File: src/rtl/cpu_pkg.sv
// Shared CPU definitions: reset vector, stage1->stage2 bus width, fetch state encoding.
package cpu_pkg;

  localparam logic [31:0] RESET_PC     = 32'hbfc0_0000;
  localparam int          STAGE1_BUS_W = 64;

  typedef enum logic [1:0] {
    REQ  = 2'd0,
    WAIT = 2'd1,
    HOLD = 2'd2
  } fetch_state_e;

endpackage

File: src/rtl/if_stage1.sv
// Pipeline head: owns the PC, issues one outstanding instruction fetch at a time
// and hands {pc, inst} to stage 2 under a valid/allowin handshake.
//
//   state | meaning
//   REQ   | fetch request driven at r_fetch_pc, waiting for addr_ok
//   WAIT  | request accepted, waiting for data_ok (dropped if r_cancel)
//   HOLD  | instruction buffered on the bus, waiting for stage2 allowin
module if_stage1
  import cpu_pkg::*;
#(
  parameter logic [31:0] RESET_PC = cpu_pkg::RESET_PC,
  parameter int          BUS_W    = STAGE1_BUS_W
) (
  input  logic             clk,
  input  logic             rst,
  input  logic             stage2_allowin_in,
  output logic             stage1_to_stage2_valid_out,
  output logic [BUS_W-1:0] stage1_to_stage2_bus_out,
  input  logic             br_valid_in,
  input  logic [31:0]      br_target_in,
  output logic             inst_req_out,
  output logic [31:0]      inst_addr_out,
  input  logic             inst_addr_ok_in,
  input  logic             inst_data_ok_in,
  input  logic [31:0]      inst_rdata_in
);

  fetch_state_e     r_state, w_state_nxt;
  logic [31:0]      r_fetch_pc, w_fetch_pc_nxt;
  logic [31:0]      r_redir_pc, w_redir_pc_nxt;
  logic             r_redir_pend, w_redir_pend_nxt;
  logic             r_cancel, w_cancel_nxt;
  logic [BUS_W-1:0] r_bus, w_bus_nxt;

  always_ff @(posedge clk) begin
    if (rst) begin
      r_state      <= REQ;
      r_fetch_pc   <= RESET_PC;
      r_redir_pc   <= '0;
      r_redir_pend <= 1'b0;
      r_cancel     <= 1'b0;
      r_bus        <= '0;
    end else begin
      r_state      <= w_state_nxt;
      r_fetch_pc   <= w_fetch_pc_nxt;
      r_redir_pc   <= w_redir_pc_nxt;
      r_redir_pend <= w_redir_pend_nxt;
      r_cancel     <= w_cancel_nxt;
      r_bus        <= w_bus_nxt;
    end
  end

  always_comb begin
    w_state_nxt      = r_state;
    w_fetch_pc_nxt   = r_fetch_pc;
    w_redir_pc_nxt   = r_redir_pc;
    w_redir_pend_nxt = r_redir_pend;
    w_cancel_nxt     = r_cancel;
    w_bus_nxt        = r_bus;

    // A same-cycle redirect is folded in here so every state sees the newest target.
    if (br_valid_in) begin
      w_redir_pc_nxt   = br_target_in;
      w_redir_pend_nxt = 1'b1;
    end

    case (r_state)
      REQ: begin
        if (br_valid_in) w_cancel_nxt = 1'b1;
        if (inst_addr_ok_in) w_state_nxt = WAIT;
      end
      WAIT: begin
        if (br_valid_in) w_cancel_nxt = 1'b1;
        if (inst_data_ok_in) begin
          if (r_cancel || br_valid_in) begin
            w_state_nxt      = REQ;
            w_cancel_nxt     = 1'b0;
            w_redir_pend_nxt = 1'b0;
            w_fetch_pc_nxt   = w_redir_pc_nxt;
          end else begin
            w_state_nxt = HOLD;
            w_bus_nxt   = {r_fetch_pc, inst_rdata_in};
          end
        end
      end
      HOLD: begin
        // Redirect without allowin drops the held instruction outright.
        if (stage2_allowin_in || br_valid_in) begin
          w_state_nxt      = REQ;
          w_redir_pend_nxt = 1'b0;
          w_cancel_nxt     = 1'b0;
          w_fetch_pc_nxt   = (br_valid_in || r_redir_pend) ? w_redir_pc_nxt
                                                           : r_fetch_pc + 32'd4;
        end
      end
      default: w_state_nxt = REQ;
    endcase
  end

  assign inst_req_out               = (r_state == REQ);
  assign inst_addr_out              = r_fetch_pc;
  assign stage1_to_stage2_valid_out = (r_state == HOLD);
  assign stage1_to_stage2_bus_out   = r_bus;

endmodule

File: config.mk
export PLATFORM = sky130hd
export DESIGN_NAME = if_stage1
export DESIGN_NICKNAME = d
export VERILOG_FILES = /design/src/rtl/cpu_pkg.sv /design/src/rtl/if_stage1.sv
export SDC_FILE = /design/constraint.sdc
export NUM_CORES = 1
export LEC_CHECK = 0
export BUFFER_PORTS_ARGS = -buffer_cell sky130_fd_sc_hd__buf_2
export CELL_PAD_IN_SITES_DETAIL_PLACEMENT = 0
export CELL_PAD_IN_SITES_GLOBAL_PLACEMENT = 1
export CORE_MARGIN = 5
export CORE_UTILIZATION = 37
export DETAILED_ROUTE_END_ITERATION = 12
export PLACE_DENSITY_LB_ADDON = 0.12
export SKIP_LAST_GASP = 1
export SLEW_MARGIN = 20
export SYNTH_ARGS = -nofsm -noshare
export SYNTH_HDL_FRONTEND = slang
export SYNTH_SLANG_ARGS = --single-unit
export TNS_END_PERCENT = 30
File: constraint.sdc
create_clock -name clk -period 2.43 [get_ports clk]
set_input_delay 0.486 -clock clk [delete_from_list [all_inputs] [get_ports clk]]
set_output_delay 0.486 -clock clk [all_outputs]
set_load 0.01 [all_outputs]
==> summary.md, run 1 <==
| Metric | Value |
|---|---|
| Post-synth EDFFs | `0` |
| Worst-case vdd ir drop | `0.410 mV` |
| Power after layout | `5.99 mW` |
| Max Freq | `458 MHz` |
| Max FO, Critical Path | `15` |
| Cell count after synthesis | `690` |
| RSZ-0062 raised after global routing | `false` |
| Number of placement rows | `45` |
| Instance area after placement | `0.00666 sq mm` |
| Met2 routing resource usage after global routing | `29.7%` |
| HPWL after detailed placement | `12100 microns` |
| Worst setup timing slack at the placement stage | `307 ps` |
| Total Routed Length | `17300 microns` |
| Global-route wire length before repair | `27600 microns` |
| Total number of H-tree levels | `4` |
| Worst path cell trace | `and4_4 > nand4_4 > nor2_1 > a21oi_1 > or4_1` |
| DR vias/cell | `5.16` |
| Most congested layer reported by global routing | `met2` |
| Layout Utilization | `48.2%` |
| Start point of the worst hold path | `inst_rdata_in[7]` |
| Placer congestion estimate | `0.821` |
| Number of remaining DRC errors | `0` |
| Met1 layer usage reported by global route | `26.8%` |
| Post-CTS sizing | `0` |
| Post-CTS Setup Bufs | `0` |
| Routed wire per std cell | `16.6 microns` |
| Syn avg cell area | `8.13 sq um` |
| Global-route usage over all layers | `19.3%` |
| Max-cap violations | `0` |
| Total negative slack for setup checks | `0 ps` |
| Non-Filler Cell Area, Final | `0.00725 sq mm` |
| Measured slew at the worst slew-check pin | `551 ps` |
| Diodes inserted | `0` |
| Clock tree from TritonCTS | `yes` |
| Most common library cell in the layout ignoring fill and taps | `sky130_fd_sc_hd__buf_2` |
| Syn Nets | `766` |
| Number of global-route vias before repair | `5208` |
| Maximum number of pins on one net before global-route repair | `49` |
| Crit path largest cell delay | `500 ps` |
| Flip-flop cell with the highest count after synthesis | `sky130_fd_sc_hd__dfxtp_1` |
| Status | `complete, no violations` |
| Total of endpoints with negative setup slack in the final report | `0` |
| Commonest non-fill, non-tap cells in the layout | `sky130_fd_sc_hd__buf_2, sky130_fd_sc_hd__nand2_1, sky130_fd_sc_hd__dfxtp_1` |
| Number of iterations in the first detailed-routing pass | `5` |
| Register bit count reported by yosys | `132` |
| Cell types with the largest area share after synthesis | `sky130_fd_sc_hd__dfxtp_1, sky130_fd_sc_hd__nand2_1, sky130_fd_sc_hd__a21oi_1, sky130_fd_sc_hd__mux2i_1, sky130_fd_sc_hd__nor2_1` |
| Cell type with the largest total area after synthesis | `sky130_fd_sc_hd__dfxtp_1` |
| DR vias | `5393` |
| Setup slack on the worst flop-to-flop path | `250 ps` |
| Worst hold endpoint | `stage1_to_stage2_bus_out[7]` |
| Initial Utilization | `37.3%` |
| Number of buffers created by CTS | `17` |
| Post-synth design cell area | `0.00561 sq mm` |
| Async set or reset register ratio after synthesis | `0%` |
| Final ANT Viol Nets | `0` |
| Number of buffers added to fix hold violations after cts | `0` |
| Worst min path class | `input port to flop` |
| Critical path required time | `2720 ps` |
| Clock transition at the registers of the reported paths | `60 ps` |
| Total count of hold-check failures in the final report | `0` |
| Minimum clock period | `2180 ps` |
| Leak | `3.12 nW` |
| Top delay family on crit path | `simple AND/OR/NAND/NOR gates` |
| Fraction of final layout cells with drive strength greater than 1 | `27.5%` |
| Startpoint kind of the worst setup timing path | `flop` |
| Critical path class | `flop to flop` |
| # nets final | `921` |
| Overall die width | `133 microns` |
| Power Density | `826 mW/mm^2` |
| Number of DRC violations after detailed-routing iteration 0 | `290` |
| Period utilization | `89.8%` |
| Number of top-level design ports | `168` |
| Number of buffers added on ports | `167` |
| Cell with the biggest individual delay on the critical path | `sky130_fd_sc_hd__or4_1` |
| Clock latency reported for the late side of the worst-skew pair | `410 ps` |
| Clock sink count | `132` |
| Library cell used as clock root buffer | `sky130_fd_sc_hd__clkbuf_16` |
| Post-synth cell types | `56` |
| Global-route met3 utilization | `5.06%` |
| Die Height | `133 microns` |
| Relative max-transition margin | `63.2%` |
| Synth-to-Final Area Change | `29.3%` |
| Grt ovf | `0` |
| YS warnings | `0` |
| Least setup slack across all paths after layout | `249 ps` |
| Core outline area | `0.0150 sq mm` |
| Type of destination of the critical path | `flop` |
| Largest buffer count on any clock path | `2` |
| Crit path DAT | `2470 ps` |
| Area fraction of the dominant cell type after synthesis | `47.1%` |
| Total die area | `0.0177 sq mm` |
| End of the worst register-to-register path | `inst_addr_out[23]` |
| FF-to-FF Start | `inst_addr_out[10]` |
| Worst Hold Depth | `3` |
| Register area share after synthesis | `47.1%` |
| Worst r2r path cells | `5` |
| Final max-slew violation count | `0` |
| Sum of buffers and inverters on the critical path | `0` |
| Initial antenna violation count | `0` |
| Clock tree skew after final layout | `6.18 ps` |
[cell type report]
type | count | area [sq um]
repair buffers | 187 | 1010
clock inverters | 13 | 134
multi-input cells | 500 | 2740
well taps | 188 | 235
clock buffers | 19 | 453
flip-flops and latches | 132 | 2640
fillers | 1514 | 7790
inverters | 7 | 26.3
[cell families (layout without fill, tap and decap cells)]
kind of cell               count (synthesis)  count (layout)  synth area share [%]
AOI/OAI and AO/OA                        169             169                  18.0
adders and majority gates                  6               6                  1.34
DFF                                      132             132                  47.1
muxes                                     38              38                  6.83
buffers and inverters                     58             226                  4.15
and+or+nand+nor                          287             287                  22.6
[worst reg2reg max path: stages (launching register included)]
cell and delay, ps:
sky130_fd_sc_hd__dfxtp_1 480, sky130_fd_sc_hd__and4_4 330, sky130_fd_sc_hd__nand4_4 250, sky130_fd_sc_hd__nor2_1 380, sky130_fd_sc_hd__a21oi_1 110, sky130_fd_sc_hd__or4_1 500
[cell usage after synthesis (7+ instances only)]
library cell               instances
sky130_fd_sc_hd__a21oi_1          93
sky130_fd_sc_hd__buf_2             8
sky130_fd_sc_hd__a211oi_1          7
sky130_fd_sc_hd__and3_1            7
sky130_fd_sc_hd__o21ai_0          26
sky130_fd_sc_hd__mux2i_1          36
sky130_fd_sc_hd__nor2_1           54
sky130_fd_sc_hd__inv_1             7
sky130_fd_sc_hd__nand3_1          15
sky130_fd_sc_hd__dfxtp_1         132
sky130_fd_sc_hd__nor3_1           11
sky130_fd_sc_hd__nand2_1         162
sky130_fd_sc_hd__clkbuf_1         37
[layer usage]
| layer | wire length, microns | vias up | share of wire, % |
|---|---|---|---|
| met2 | 7700 | 172 | 44 |
| met3 | 1090 | 13 | 6.3 |
| met5 | 0 | - | 0 |
| met1 | 8370 | 2500 | 48 |
| li1 | - | 2708 | - |
| met4 | 153 | 0 | 0.88 |
[registers in the layout, summed over array words and instances, names as in the netlist]
| name | cells |
|---|---|
| r_cancel | 1 |
| r_redir_pend | 1 |
| r_redir_pc | 32 |
| r_state | 2 |
| stage1_to_stage2_bus_out | 64 |
| inst_addr_out | 32 |
[worst max path at each step]
stage	startpoint	depth (start not counted)	end
CTS	r_state[0]	8	inst_addr_out[2]
global route	r_state[0]	8	inst_addr_out[9]
global placement	br_valid_in	6	inst_addr_out[24]
floorplan	r_state[0]	7	inst_addr_out[24]
detailed placement	br_valid_in	5	inst_addr_out[23]
finish	inst_addr_out[10]	5	inst_addr_out[23]
[through the flow]
stage / cells / hold slack, ps
after floorplan: 690 / 449
after global placement: 1014 / 439
after detailed placement: 1014 / 444
after CTS: 1046 / 291
after global routing: 1046 / 299
final: 1046 / 308
[power by group]
part | switching, mW | internal (mW)
logic | 0.571 | 0.397
clock network | 0.970 | 1.56
registers | 0.163 | 2.33
No activity file was read; power rests on OpenSTA's default activity.
==> run 2, diff against run 1 <==
PLACE_DENSITY_LB_ADDON = 0.2   (was 0.12)
==> run 2 against run 1 <==
Sequential power is essentially flat. Cell count rose by 0.48%. Core utilization is 0.42 points higher. Non-clock buffer count increased by 5. Sequential share of layout area fell by 0.31 points. Worst hold slack got worse by 7.8 ps. Global-route usage decreased by 0.063 points. First-iteration DRC count increased by 18%. Combinational power is 1% higher. Via count up 1.7%. Clock-buffer cell count down 1.
==> summary.md, run 2 (same netlist as run 1, synthesis figures left out) <==
| Metric | Value |
|---|---|
| Worst path cell trace | `and4_1 > nand4_4 > nor2_1 > a21oi_1 > or4_1` |
| Total die area | `0.0177 sq mm` |
| Instance area after placement | `0.00671 sq mm` |
| Number of global-route vias before repair | `5159` |
| Number of cells on the critical path | `5` |
| Number of top-level design ports | `168` |
| Status | `complete, no violations` |
| Worst r2r path cells | `5` |
| Sum of buffers and inverters on the critical path | `0` |
| Clock transition at the registers of the reported paths | `60 ps` |
| Most common library cell in the layout ignoring fill and taps | `sky130_fd_sc_hd__buf_2` |
| Number of buffers created by CTS | `17` |
| Synth-to-Final Area Change | `30.4%` |
| Worst min path class | `input port to flop` |
| Initial antenna violation count | `0` |
| Total Routed Length | `17200 microns` |
| Die Height | `133 microns` |
| Relative max-transition margin | `63.9%` |
| Fraction of final layout cells with drive strength greater than 1 | `27.9%` |
| Number of buffers added on ports | `167` |
| Cell with the biggest individual delay on the critical path | `sky130_fd_sc_hd__or4_1` |
| Number of iterations in the first detailed-routing pass | `5` |
| Least setup slack across all paths after layout | `249 ps` |
| Initial Utilization | `37.3%` |
| Max-cap violations | `0` |
| Number of remaining DRC errors | `0` |
| Core outline area | `0.0150 sq mm` |
| Met2 routing resource usage after global routing | `29.0%` |
| RSZ-0062 raised after global routing | `false` |
| Post-CTS sizing | `0` |
| DR vias | `5482` |
| Worst-case vdd ir drop | `0.482 mV` |
| Max Freq | `459 MHz` |
| Overall die width | `133 microns` |
| Number of placement rows | `45` |
| Diodes inserted | `0` |
| Type of destination of the critical path | `flop` |
| Grt ovf | `0` |
| Clock tree skew after final layout | `5.87 ps` |
| Number of buffers added to fix hold violations after cts | `0` |
| Period utilization | `89.8%` |
| Crit path largest cell delay | `500 ps` |
| Final ANT Viol Nets | `0` |
| Top delay family on crit path | `simple AND/OR/NAND/NOR gates` |
| Final max-slew violation count | `0` |
| Crit path DAT | `2480 ps` |
| Total negative slack for setup checks | `0 ps` |
| Most congested layer reported by global routing | `met2` |
| Placer congestion estimate | `0.823` |
| Clock sink count | `132` |
| Total of endpoints with negative setup slack in the final report | `0` |
| Critical path class | `flop to flop` |
| Global-route wire length before repair | `27500 microns` |
| Leak | `3.17 nW` |
| Critical path required time | `2720 ps` |
| Commonest non-fill, non-tap cells in the layout | `sky130_fd_sc_hd__buf_2, sky130_fd_sc_hd__nand2_1, sky130_fd_sc_hd__dfxtp_1` |
| Maximum number of pins on one net before global-route repair | `55` |
| HPWL after detailed placement | `12500 microns` |
| # nets final | `926` |
| Non-Filler Cell Area, Final | `0.00731 sq mm` |
| Measured slew at the worst slew-check pin | `541 ps` |
| Routed wire per std cell | `16.4 microns` |
| Startpoint kind of the worst setup timing path | `flop` |
| Clock tree from TritonCTS | `yes` |
| Global-route met3 utilization | `4.72%` |
| Worst Hold Depth | `3` |
| Met1 layer usage reported by global route | `26.7%` |
| Post-CTS Setup Bufs | `0` |
| Worst setup timing slack at the placement stage | `271 ps` |
| Max FO, Critical Path | `15` |
| Global-route usage over all layers | `19.2%` |
| Total number of H-tree levels | `4` |
| Total count of hold-check failures in the final report | `0` |
| Number of DRC violations after detailed-routing iteration 0 | `343` |
| Clock latency reported for the late side of the worst-skew pair | `420 ps` |
| Number of flip-flops in the largest register | `64` |
| Power after layout | `6.07 mW` |
| DR vias/cell | `5.22` |
| Worst Hold Slack | `300 ps` |
| Power Density | `831 mW/mm^2` |
| Library cell used as clock root buffer | `sky130_fd_sc_hd__clkbuf_16` |
| Minimum clock period | `2180 ps` |
| Largest buffer count on any clock path | `2` |
[run 2: area by class of cell]
cell class	instances	area [sq um]
fillers	1495	7720
well taps	188	235
inverters	7	26.3
clock inverters	14	160
repair buffers	192	1060
flip-flops and latches	132	2640
multi-input cells	500	2740
clock buffers	18	439
[run 2: metrics by stage]
| step | utilization, % | cells |
|---|---|---|
| 4_1_cts | 48.6 | 1051 |
| 6_report | 48.6 | 1051 |
| 5_1_grt | 48.6 | 1051 |
| 3_3_place_gp | 44.6 | 1019 |
| 3_5_place_dp | 44.6 | 1019 |
| 2_1_floorplan | - | 690 |
[run 2: layer usage]
layer | part of all wire [%] | vias up
met5 | 0 | -
met4 | 1.8 | 0
met3 | 5.7 | 26
met2 | 44 | 161
met1 | 48 | 2569
li1 | - | 2726
[run 2: worst paths after layout]
kind	start	slack [ps]	to
worst max-delay path	inst_addr_out[16]	250	inst_addr_out[23]
worst min-delay path	inst_rdata_in[24]	300	stage1_to_stage2_bus_out[24]
worst max register to register	inst_addr_out[16]	250	inst_addr_out[23]
worst min register to register	stage1_to_stage2_bus_out[61]	450	stage1_to_stage2_bus_out[61]
[run 2: worst min-delay path: stages]
cell	delay [ps]
sky130_fd_sc_hd__buf_2	90
sky130_fd_sc_hd__nand2_1	50
sky130_fd_sc_hd__a21oi_1	50
[run 2: power breakdown]
part / switching [mW] / internal, mW
Combinational: 0.576 / 0.408
Clock: 0.970 / 1.63
Sequential: 0.158 / 2.33
